### src/rtl/stage_mem_lsu_if.sv
// Handshake and data-memory bundle for the MEM stage. The slave side is the
// LSU itself; the master side is everything around it (EX stage, writeback
// consumer and data memory).
interface stage_mem_lsu_if #(
    parameter int RW = 5
);
    logic          in_valid;
    logic          in_ready;
    logic          we;
    logic [RW-1:0] waddr;
    logic [31:0]   wdata;
    logic [3:0]    mem_op;
    logic [31:0]   store_data;

    logic          out_valid;
    logic          we_o;
    logic [RW-1:0] waddr_o;
    logic [31:0]   wdata_o;
    logic          exc_misalign;
    logic          exc_timeout;

    logic          dmem_req;
    logic          dmem_wr;
    logic [31:0]   dmem_addr;
    logic [31:0]   dmem_wdata;
    logic [3:0]    dmem_be;
    logic          dmem_ack;
    logic [31:0]   dmem_rdata;

    modport master (
        output in_valid, we, waddr, wdata, mem_op, store_data, dmem_ack, dmem_rdata,
        input  in_ready, out_valid, we_o, waddr_o, wdata_o, exc_misalign, exc_timeout,
        input  dmem_req, dmem_wr, dmem_addr, dmem_wdata, dmem_be
    );

    modport slave (
        input  in_valid, we, waddr, wdata, mem_op, store_data, dmem_ack, dmem_rdata,
        output in_ready, out_valid, we_o, waddr_o, wdata_o, exc_misalign, exc_timeout,
        output dmem_req, dmem_wr, dmem_addr, dmem_wdata, dmem_be
    );
endinterface

### src/rtl/stage_mem_lsu.sv
// MEM pipeline stage: passes non-memory results through in one cycle, and for
// loads/stores issues a single registered data-memory request, waits for ack
// (bounded by TIMEOUT cycles), then formats the writeback result.
module stage_mem_lsu #(
    parameter int RW      = 5,
    parameter int TIMEOUT = 15
) (
    input logic            clk,
    input logic            rst,
    stage_mem_lsu_if.slave bus
);
    localparam int            CW      = $clog2(TIMEOUT + 1);
    localparam logic [CW-1:0] CNT_ONE = CW'(1);
    localparam logic [CW-1:0] CNT_TO  = CW'(TIMEOUT);

    localparam logic [3:0] OP_LB  = 4'd1;
    localparam logic [3:0] OP_LH  = 4'd2;
    localparam logic [3:0] OP_LW  = 4'd3;
    localparam logic [3:0] OP_LBU = 4'd4;
    localparam logic [3:0] OP_LHU = 4'd5;
    localparam logic [3:0] OP_SB  = 4'd8;
    localparam logic [3:0] OP_SH  = 4'd9;
    localparam logic [3:0] OP_SW  = 4'd10;

    typedef enum logic {IDLE = 1'b0, WAIT = 1'b1} state_t;

    // Every registered output of the stage; cleared as a unit on reset.
    typedef struct packed {
        logic          out_valid;
        logic          we_o;
        logic [RW-1:0] waddr_o;
        logic [31:0]   wdata_o;
        logic          exc_misalign;
        logic          exc_timeout;
        logic          dmem_req;
        logic          dmem_wr;
        logic [31:0]   dmem_addr;
        logic [31:0]   dmem_wdata;
        logic [3:0]    dmem_be;
    } out_t;

    // What is remembered about the in-flight memory op while waiting for ack.
    typedef struct packed {
        logic [3:0]    op;
        logic [1:0]    lane;
        logic          we;
        logic [RW-1:0] waddr;
    } ctx_t;

    function automatic logic op_is_load(input logic [3:0] op);
        return (op == OP_LB) || (op == OP_LH) || (op == OP_LW) ||
               (op == OP_LBU) || (op == OP_LHU);
    endfunction

    function automatic logic op_is_store(input logic [3:0] op);
        return (op == OP_SB) || (op == OP_SH) || (op == OP_SW);
    endfunction

    function automatic logic op_misaligned(input logic [3:0] op, input logic [1:0] lane);
        case (op)
            OP_LH, OP_LHU, OP_SH: return lane[0];
            OP_LW, OP_SW:         return |lane;
            default:              return 1'b0;
        endcase
    endfunction

    function automatic logic [3:0] lane_enables(input logic [3:0] op, input logic [1:0] lane);
        case (op)
            OP_SB:   return 4'b0001 << lane;
            OP_SH:   return 4'b0011 << lane;
            default: return 4'b1111;
        endcase
    endfunction

    function automatic logic [31:0] store_word(input logic [3:0] op, input logic [31:0] sd);
        case (op)
            OP_SB:   return {4{sd[7:0]}};
            OP_SH:   return {2{sd[15:0]}};
            default: return sd;
        endcase
    endfunction

    function automatic logic [31:0] load_extract(input logic [3:0] op, input logic [1:0] lane,
                                                 input logic [31:0] rd);
        logic [7:0]  b;
        logic [15:0] h;
        b = rd[{lane, 3'b000} +: 8];
        h = lane[1] ? rd[31:16] : rd[15:0];
        case (op)
            OP_LB:   return {{24{b[7]}}, b};
            OP_LBU:  return {24'd0, b};
            OP_LH:   return {{16{h[15]}}, h};
            OP_LHU:  return {16'd0, h};
            default: return rd;
        endcase
    endfunction

    state_t        state, state_n;
    logic [CW-1:0] cnt, cnt_n;
    out_t          o_q, o_n;
    ctx_t          ctx_q, ctx_n;
    logic          ready;
    logic          ack;

    assign ready = (state == IDLE) && !rst;
    assign ack   = bus.dmem_ack && o_q.dmem_req;

    // State, wait counter, captured op and all outputs update together.
    always_ff @(posedge clk) begin
        if (rst) begin
            state <= IDLE;
            cnt   <= '0;
            o_q   <= '0;
            ctx_q <= '0;
        end else begin
            state <= state_n;
            cnt   <= cnt_n;
            o_q   <= o_n;
            ctx_q <= ctx_n;
        end
    end

    // Next-state and next-output decode; result/exception pulses default low.
    always_comb begin
        state_n            = state;
        cnt_n              = cnt;
        ctx_n              = ctx_q;
        o_n                = o_q;
        o_n.out_valid      = 1'b0;
        o_n.we_o           = 1'b0;
        o_n.exc_misalign   = 1'b0;
        o_n.exc_timeout    = 1'b0;
        case (state)
            IDLE: begin
                if (bus.in_valid && ready) begin
                    if (!op_is_load(bus.mem_op) && !op_is_store(bus.mem_op)) begin
                        o_n.out_valid = 1'b1;
                        o_n.we_o      = bus.we;
                        o_n.waddr_o   = bus.waddr;
                        o_n.wdata_o   = bus.wdata;
                    end else if (op_misaligned(bus.mem_op, bus.wdata[1:0])) begin
                        o_n.out_valid    = 1'b1;
                        o_n.exc_misalign = 1'b1;
                        o_n.waddr_o      = bus.waddr;
                        o_n.wdata_o      = '0;
                    end else begin
                        state_n        = WAIT;
                        cnt_n          = CNT_ONE;
                        ctx_n.op       = bus.mem_op;
                        ctx_n.lane     = bus.wdata[1:0];
                        ctx_n.we       = bus.we;
                        ctx_n.waddr    = bus.waddr;
                        o_n.dmem_req   = 1'b1;
                        o_n.dmem_wr    = op_is_store(bus.mem_op);
                        o_n.dmem_addr  = {bus.wdata[31:2], 2'b00};
                        o_n.dmem_be    = lane_enables(bus.mem_op, bus.wdata[1:0]);
                        o_n.dmem_wdata = op_is_store(bus.mem_op) ?
                                         store_word(bus.mem_op, bus.store_data) : '0;
                    end
                end
            end
            WAIT: begin
                if (ack) begin
                    state_n       = IDLE;
                    cnt_n         = '0;
                    o_n.dmem_req  = 1'b0;
                    o_n.out_valid = 1'b1;
                    o_n.waddr_o   = ctx_q.waddr;
                    if (op_is_store(ctx_q.op)) begin
                        o_n.wdata_o = '0;
                    end else begin
                        o_n.we_o    = ctx_q.we;
                        o_n.wdata_o = load_extract(ctx_q.op, ctx_q.lane, bus.dmem_rdata);
                    end
                end else if (cnt == CNT_TO) begin
                    state_n         = IDLE;
                    cnt_n           = '0;
                    o_n.dmem_req    = 1'b0;
                    o_n.out_valid   = 1'b1;
                    o_n.exc_timeout = 1'b1;
                    o_n.waddr_o     = ctx_q.waddr;
                    o_n.wdata_o     = '0;
                end else begin
                    cnt_n = cnt + CNT_ONE;
                end
            end
            default: state_n = IDLE;
        endcase
    end

    assign bus.in_ready     = ready;
    assign bus.out_valid    = o_q.out_valid;
    assign bus.we_o         = o_q.we_o;
    assign bus.waddr_o      = o_q.waddr_o;
    assign bus.wdata_o      = o_q.wdata_o;
    assign bus.exc_misalign = o_q.exc_misalign;
    assign bus.exc_timeout  = o_q.exc_timeout;
    assign bus.dmem_req     = o_q.dmem_req;
    assign bus.dmem_wr      = o_q.dmem_wr;
    assign bus.dmem_addr    = o_q.dmem_addr;
    assign bus.dmem_wdata   = o_q.dmem_wdata;
    assign bus.dmem_be      = o_q.dmem_be;
endmodule

### src/flat_wrapper.sv
// flat-port wrapper written by rule: the top's interface ports become plain ports
module stage_mem_lsu_flat 
#(
    parameter int RW      = 5,
    parameter int TIMEOUT = 15
)
  (clk, rst, bus_in_valid, bus_we, bus_waddr, bus_wdata, bus_mem_op, bus_store_data, bus_dmem_ack, bus_dmem_rdata, bus_in_ready, bus_out_valid, bus_we_o, bus_waddr_o, bus_wdata_o, bus_exc_misalign, bus_exc_timeout, bus_dmem_req, bus_dmem_wr, bus_dmem_addr, bus_dmem_wdata, bus_dmem_be);
  stage_mem_lsu_if #(.RW(RW)) bus_i ();
  input logic clk;
  input logic rst;
  input wire logic [$bits(bus_i.in_valid)-1:0] bus_in_valid;
  input wire logic [$bits(bus_i.we)-1:0] bus_we;
  input wire logic [$bits(bus_i.waddr)-1:0] bus_waddr;
  input wire logic [$bits(bus_i.wdata)-1:0] bus_wdata;
  input wire logic [$bits(bus_i.mem_op)-1:0] bus_mem_op;
  input wire logic [$bits(bus_i.store_data)-1:0] bus_store_data;
  input wire logic [$bits(bus_i.dmem_ack)-1:0] bus_dmem_ack;
  input wire logic [$bits(bus_i.dmem_rdata)-1:0] bus_dmem_rdata;
  output wire logic [$bits(bus_i.in_ready)-1:0] bus_in_ready;
  output wire logic [$bits(bus_i.out_valid)-1:0] bus_out_valid;
  output wire logic [$bits(bus_i.we_o)-1:0] bus_we_o;
  output wire logic [$bits(bus_i.waddr_o)-1:0] bus_waddr_o;
  output wire logic [$bits(bus_i.wdata_o)-1:0] bus_wdata_o;
  output wire logic [$bits(bus_i.exc_misalign)-1:0] bus_exc_misalign;
  output wire logic [$bits(bus_i.exc_timeout)-1:0] bus_exc_timeout;
  output wire logic [$bits(bus_i.dmem_req)-1:0] bus_dmem_req;
  output wire logic [$bits(bus_i.dmem_wr)-1:0] bus_dmem_wr;
  output wire logic [$bits(bus_i.dmem_addr)-1:0] bus_dmem_addr;
  output wire logic [$bits(bus_i.dmem_wdata)-1:0] bus_dmem_wdata;
  output wire logic [$bits(bus_i.dmem_be)-1:0] bus_dmem_be;
  assign bus_i.in_valid = bus_in_valid;
  assign bus_i.we = bus_we;
  assign bus_i.waddr = bus_waddr;
  assign bus_i.wdata = bus_wdata;
  assign bus_i.mem_op = bus_mem_op;
  assign bus_i.store_data = bus_store_data;
  assign bus_i.dmem_ack = bus_dmem_ack;
  assign bus_i.dmem_rdata = bus_dmem_rdata;
  assign bus_in_ready = bus_i.in_ready;
  assign bus_out_valid = bus_i.out_valid;
  assign bus_we_o = bus_i.we_o;
  assign bus_waddr_o = bus_i.waddr_o;
  assign bus_wdata_o = bus_i.wdata_o;
  assign bus_exc_misalign = bus_i.exc_misalign;
  assign bus_exc_timeout = bus_i.exc_timeout;
  assign bus_dmem_req = bus_i.dmem_req;
  assign bus_dmem_wr = bus_i.dmem_wr;
  assign bus_dmem_addr = bus_i.dmem_addr;
  assign bus_dmem_wdata = bus_i.dmem_wdata;
  assign bus_dmem_be = bus_i.dmem_be;
  stage_mem_lsu #(.RW(RW), .TIMEOUT(TIMEOUT)) u_core (.clk(clk), .rst(rst), .bus(bus_i));
endmodule
### config.mk
export PLATFORM = sky130hd
export DESIGN_NAME = stage_mem_lsu_flat
export DESIGN_NICKNAME = d
export VERILOG_FILES = /design/src/rtl/stage_mem_lsu_if.sv /design/src/rtl/stage_mem_lsu.sv /design/src/flat_wrapper.sv
export SDC_FILE = /design/constraint.sdc
export NUM_CORES = 1
export LEC_CHECK = 0
export BUFFER_PORTS_ARGS = -buffer_cell sky130_fd_sc_hd__buf_2
export CELL_PAD_IN_SITES_DETAIL_PLACEMENT = 0
export CELL_PAD_IN_SITES_GLOBAL_PLACEMENT = 1
export CORE_MARGIN = 3
export CORE_UTILIZATION = 36
export CTS_CLUSTER_SIZE = 30
export DETAILED_ROUTE_END_ITERATION = 10
export GPL_ROUTABILITY_DRIVEN = 0
export GPL_TIMING_DRIVEN = 0
export PLACE_DENSITY_LB_ADDON = 0.12
export SETUP_SLACK_MARGIN = 0.02
export SLEW_MARGIN = 40
export SYNTH_ARGS = -nofsm -noshare
export SYNTH_HDL_FRONTEND = slang
export SYNTH_SLANG_ARGS = --single-unit
### constraint.sdc
create_clock -name clk -period 2.7 [get_ports clk]
set_input_delay 0.81 -clock clk [delete_from_list [all_inputs] [get_ports clk]]
set_output_delay 0.81 -clock clk [all_outputs]
set_load 0.02 [all_outputs]
==> impl_metrics.ini <==
[status]
status = completed

[grt]
track_usage_pct = 22.9
grt_pass1_vias = 6129
grt_pass1_wl_um = 32500
antenna_found_initial = 1
grtUsageMet1_pct = 30.1
gr-total-overflow = 0
use_met2_pct = 36.0
grt.busiest_layer = met2
met3_usage_pct = 7.12
grt_max_degree = 17

[power]
intPower_mw = 3.44
powerDensity_mw_per_mm2 = 617
p_seq_share_pct = 41.0
power.total_mw = 4.85
power_frac_comb_pct = 15.2
p_leak_nw = 3.29
p_sw_share_pct = 29.1
p_clk_share_pct = 43.8
power.switching_mw = 1.41
ir_drop_mv = 0.441

[layout]
fin_cells = 1177
multi_input_area_mm2 = 0.00306
nNetsFinal = 1059
drive_above_1_share_pct = 31.6
antennaDiodeCount = 0
regArea_mm2 = 0.00252
synthToLayoutAreaGrowth_pct = 32.0
fill_cells = 1582
finalInstanceArea_mm2 = 0.00786

[worst_hold_path]
hp-class = register to register

[die]
initial_utilization_pct = 37.1
rows = 46
io_pins = 222
fp.dieW_um = 135
die_h_um = 135
die-area_mm2 = 0.0181
coreArea_mm2 = 0.0161

[critical_path]
path_class = register to register
start_kind = register
required_ps = 3030
endpoint_kind = register
cp.arrival_ps = 2860
crit_path_max_fanout = 10

[placement]
placed_area_mm2 = 0.00732
port_buffers = 217
dp_hpwl_um = 16600
place_inst = 1145

[logic_synthesis]
synth_area_leaders = dfxtp_1, nand2_1, mux2i_1
synth_top_area_share_pct = 42.3
seq_area_frac_synth_pct = 42.3
ys_seq_elements = 126
synthMuxAreaShare_pct = 6.60
ys_async_sr_fraction_pct = 0
synth_area_per_cell_um2 = 8.38
synth_top_family_by_area = compound AO/OA/AOI/OAI gates
synthAdderAreaFrac_pct = 0.210
synthSimpleGateAreaFrac_pct = 18.3
yosys_warnings = 0
synth_edf_count = 0
syn_area_mm2 = 0.00596
synth_area_leader_cell = dfxtp_1
synthFlopType = dfxtp_1
synth_cells = 711
synth_compound_area_share_pct = 26.0
synth-xor-area-share_pct = 0.294
synth_cell_types = 62

[route]
first_pass_iters = 5
via_per_inst = 5.41
routed_wl_um = 21400
ant_nets = 0
drt_iter0_markers = 334
drc_errors = 0
vias = 6363
wl_per_cell_um = 18.2

[clocking]
clockBufferDepth = 2
cts_setup_buffers = 0
ctsResizeCount = 0
cts_root_buffer = clkbuf_16
ctsHtreeMaxLevel = 4
clock_latency_ps = 430
clkSlewWorstSetupHoldPaths_ps = 60
cts.hold.buffers_added = 0
cts_tree = built
cts.sinks = 126
numCtsBuffers = 17

[sta]
skew_ps = 8.66
setup_tns_ps = 0
period_needed_ps = 2530
setup_viol = 0
fmaxAchievable_mhz = 396
rsz0062_at_grt = false
worst_slew_pin_slew_ps = 685
slew_viol_final = 0
relSlewSlack_pct = 54.1
final_hold_viol_count = 0
min_period_over_period_pct = 93.6

[flow_run]
maxCapViolCount = 0
==> final timing paths <==
path	cells after the start	endpoint	slack, ps	startpoint
setup / recovery	6	u_core.bus.wdata_o[6]	170	u_core.state
hold / removal	2	u_core.bus.dmem_addr[5]	450	u_core.bus.dmem_addr[5]
setup reg to reg	6	u_core.bus.wdata_o[6]	170	u_core.state
hold reg to reg	2	u_core.bus.dmem_addr[5]	450	u_core.bus.dmem_addr[5]
==> worst max-delay path, stage by stage (launching register included) <==
cell,delay [ps]
dfxtp_1,370
buf_2,220
nand3_1,140
a21oi_1,510
clkbuf_1,470
o21ai_0,360
a311oi_1,360
==> logic make-up (layout without fill, tap and decap cells) <==
kind of cell    after synthesis  after routing
buf+inv                      73            322
xor+xnor                      2              2
simple gates                241            241
flops                       126            126
fa+ha+maj                     1              1
other cells                   1              2
compound gates              228            228
mux                          39             39
==> power by group through the flow <==
stage	logic [mW]	clock network, mW	registers, mW
after floorplan	0.345	0	2.12
after global placement	0.724	0	2.03
after detailed placement	0.734	0	2.03
after CTS	0.736	2.16	1.99
after global routing	0.802	2.23	2.00
final	0.738	2.13	1.99
==> cell usage after synthesis, types with 4 or more instances <==
master,n
o21ai_0,43
a311oi_1,33
buf_2,29
nor2_1,62
o2bb2ai_1,11
a22o_1,10
nor3b_1,4
a22oi_1,4
nand3b_1,16
buf_4,9
a21oi_1,64
o22ai_1,8
mux2i_1,37
nor4_1,4
o211ai_1,16
o221ai_1,8
a211o_1,4
nor3_1,5
buf_6,4
inv_1,9
nand2_1,125
dfxtp_1,126
nand3_1,7
clkbuf_1,21
==> registers in the layout (all words and copies together) (netlist names) <==
signal / flops
u_core.bus.dmem_wdata: 32
u_core.bus.wdata_o: 32
u_core.bus.dmem_addr: 30
u_core.ctx_q: 12
u_core.bus.waddr_o: 5
u_core.bus.dmem_be: 4
u_core.cnt: 4
u_core.bus.dmem_req: 1
u_core.bus.dmem_wr: 1
u_core.bus.exc_misalign: 1
u_core.bus.exc_timeout: 1
u_core.bus.out_valid: 1
u_core.bus.we_o: 1
u_core.state: 1
==> cell type report <==
| cell class | count | share of cell area (%) |
|---|---|---|
| clock buffers | 20 | 5.81 |
| well taps | 216 | 3.44 |
| multi-input cells | 513 | 39.0 |
| repair buffers | 217 | 13.8 |
| inverters | 9 | 0.430 |
| clock inverters | 12 | 1.11 |
| flip-flops and latches | 126 | 32.1 |
| plain buffers | 64 | 4.33 |
==> layer usage <==
| layer | up-vias | part of all wire, % | wire (um) |
|---|---|---|---|
| li1 | 3049 | - | - |
| met1 | 3012 | 44 | 9460 |
| met2 | 269 | 45 | 9590 |
| met3 | 31 | 9.2 | 1960 |
| met4 | 2 | 1.7 | 369 |
| met5 | - | 0.033 | 7 |
==> metrics by stage <==
stage / worst slack (ps) / utilization, % / hold WS [ps]
final: 174 / 49.0 / 450
after global routing: 47.8 / 49.0 / 476
after CTS: 251 / 49.0 / 452
after detailed placement: -156 / 45.6 / 435
after global placement: -168 / 45.6 / 435
after floorplan: 399 / - / 436
==> cells in the final DEF (no fill, tap or decap), types with 11 or more instances in the layout <==
| cell | synthesis | final |
|---|---|---|
| o211ai_1 | 16 | 16 |
| o2bb2ai_1 | 11 | 11 |
| nand2_1 | 125 | 125 |
| nand3b_1 | 16 | 16 |
| mux2i_1 | 37 | 37 |
| buf_2 | 29 | 246 |
| a311oi_1 | 33 | 33 |
| clkbuf_1 | 21 | 22 |
| o21ai_0 | 43 | 43 |
| dfxtp_1 | 126 | 126 |
| a21oi_1 | 64 | 64 |
| clkbuf_16 | 0 | 17 |
| nor2_1 | 62 | 62 |
No activity file was read; power rests on OpenSTA's default activity.
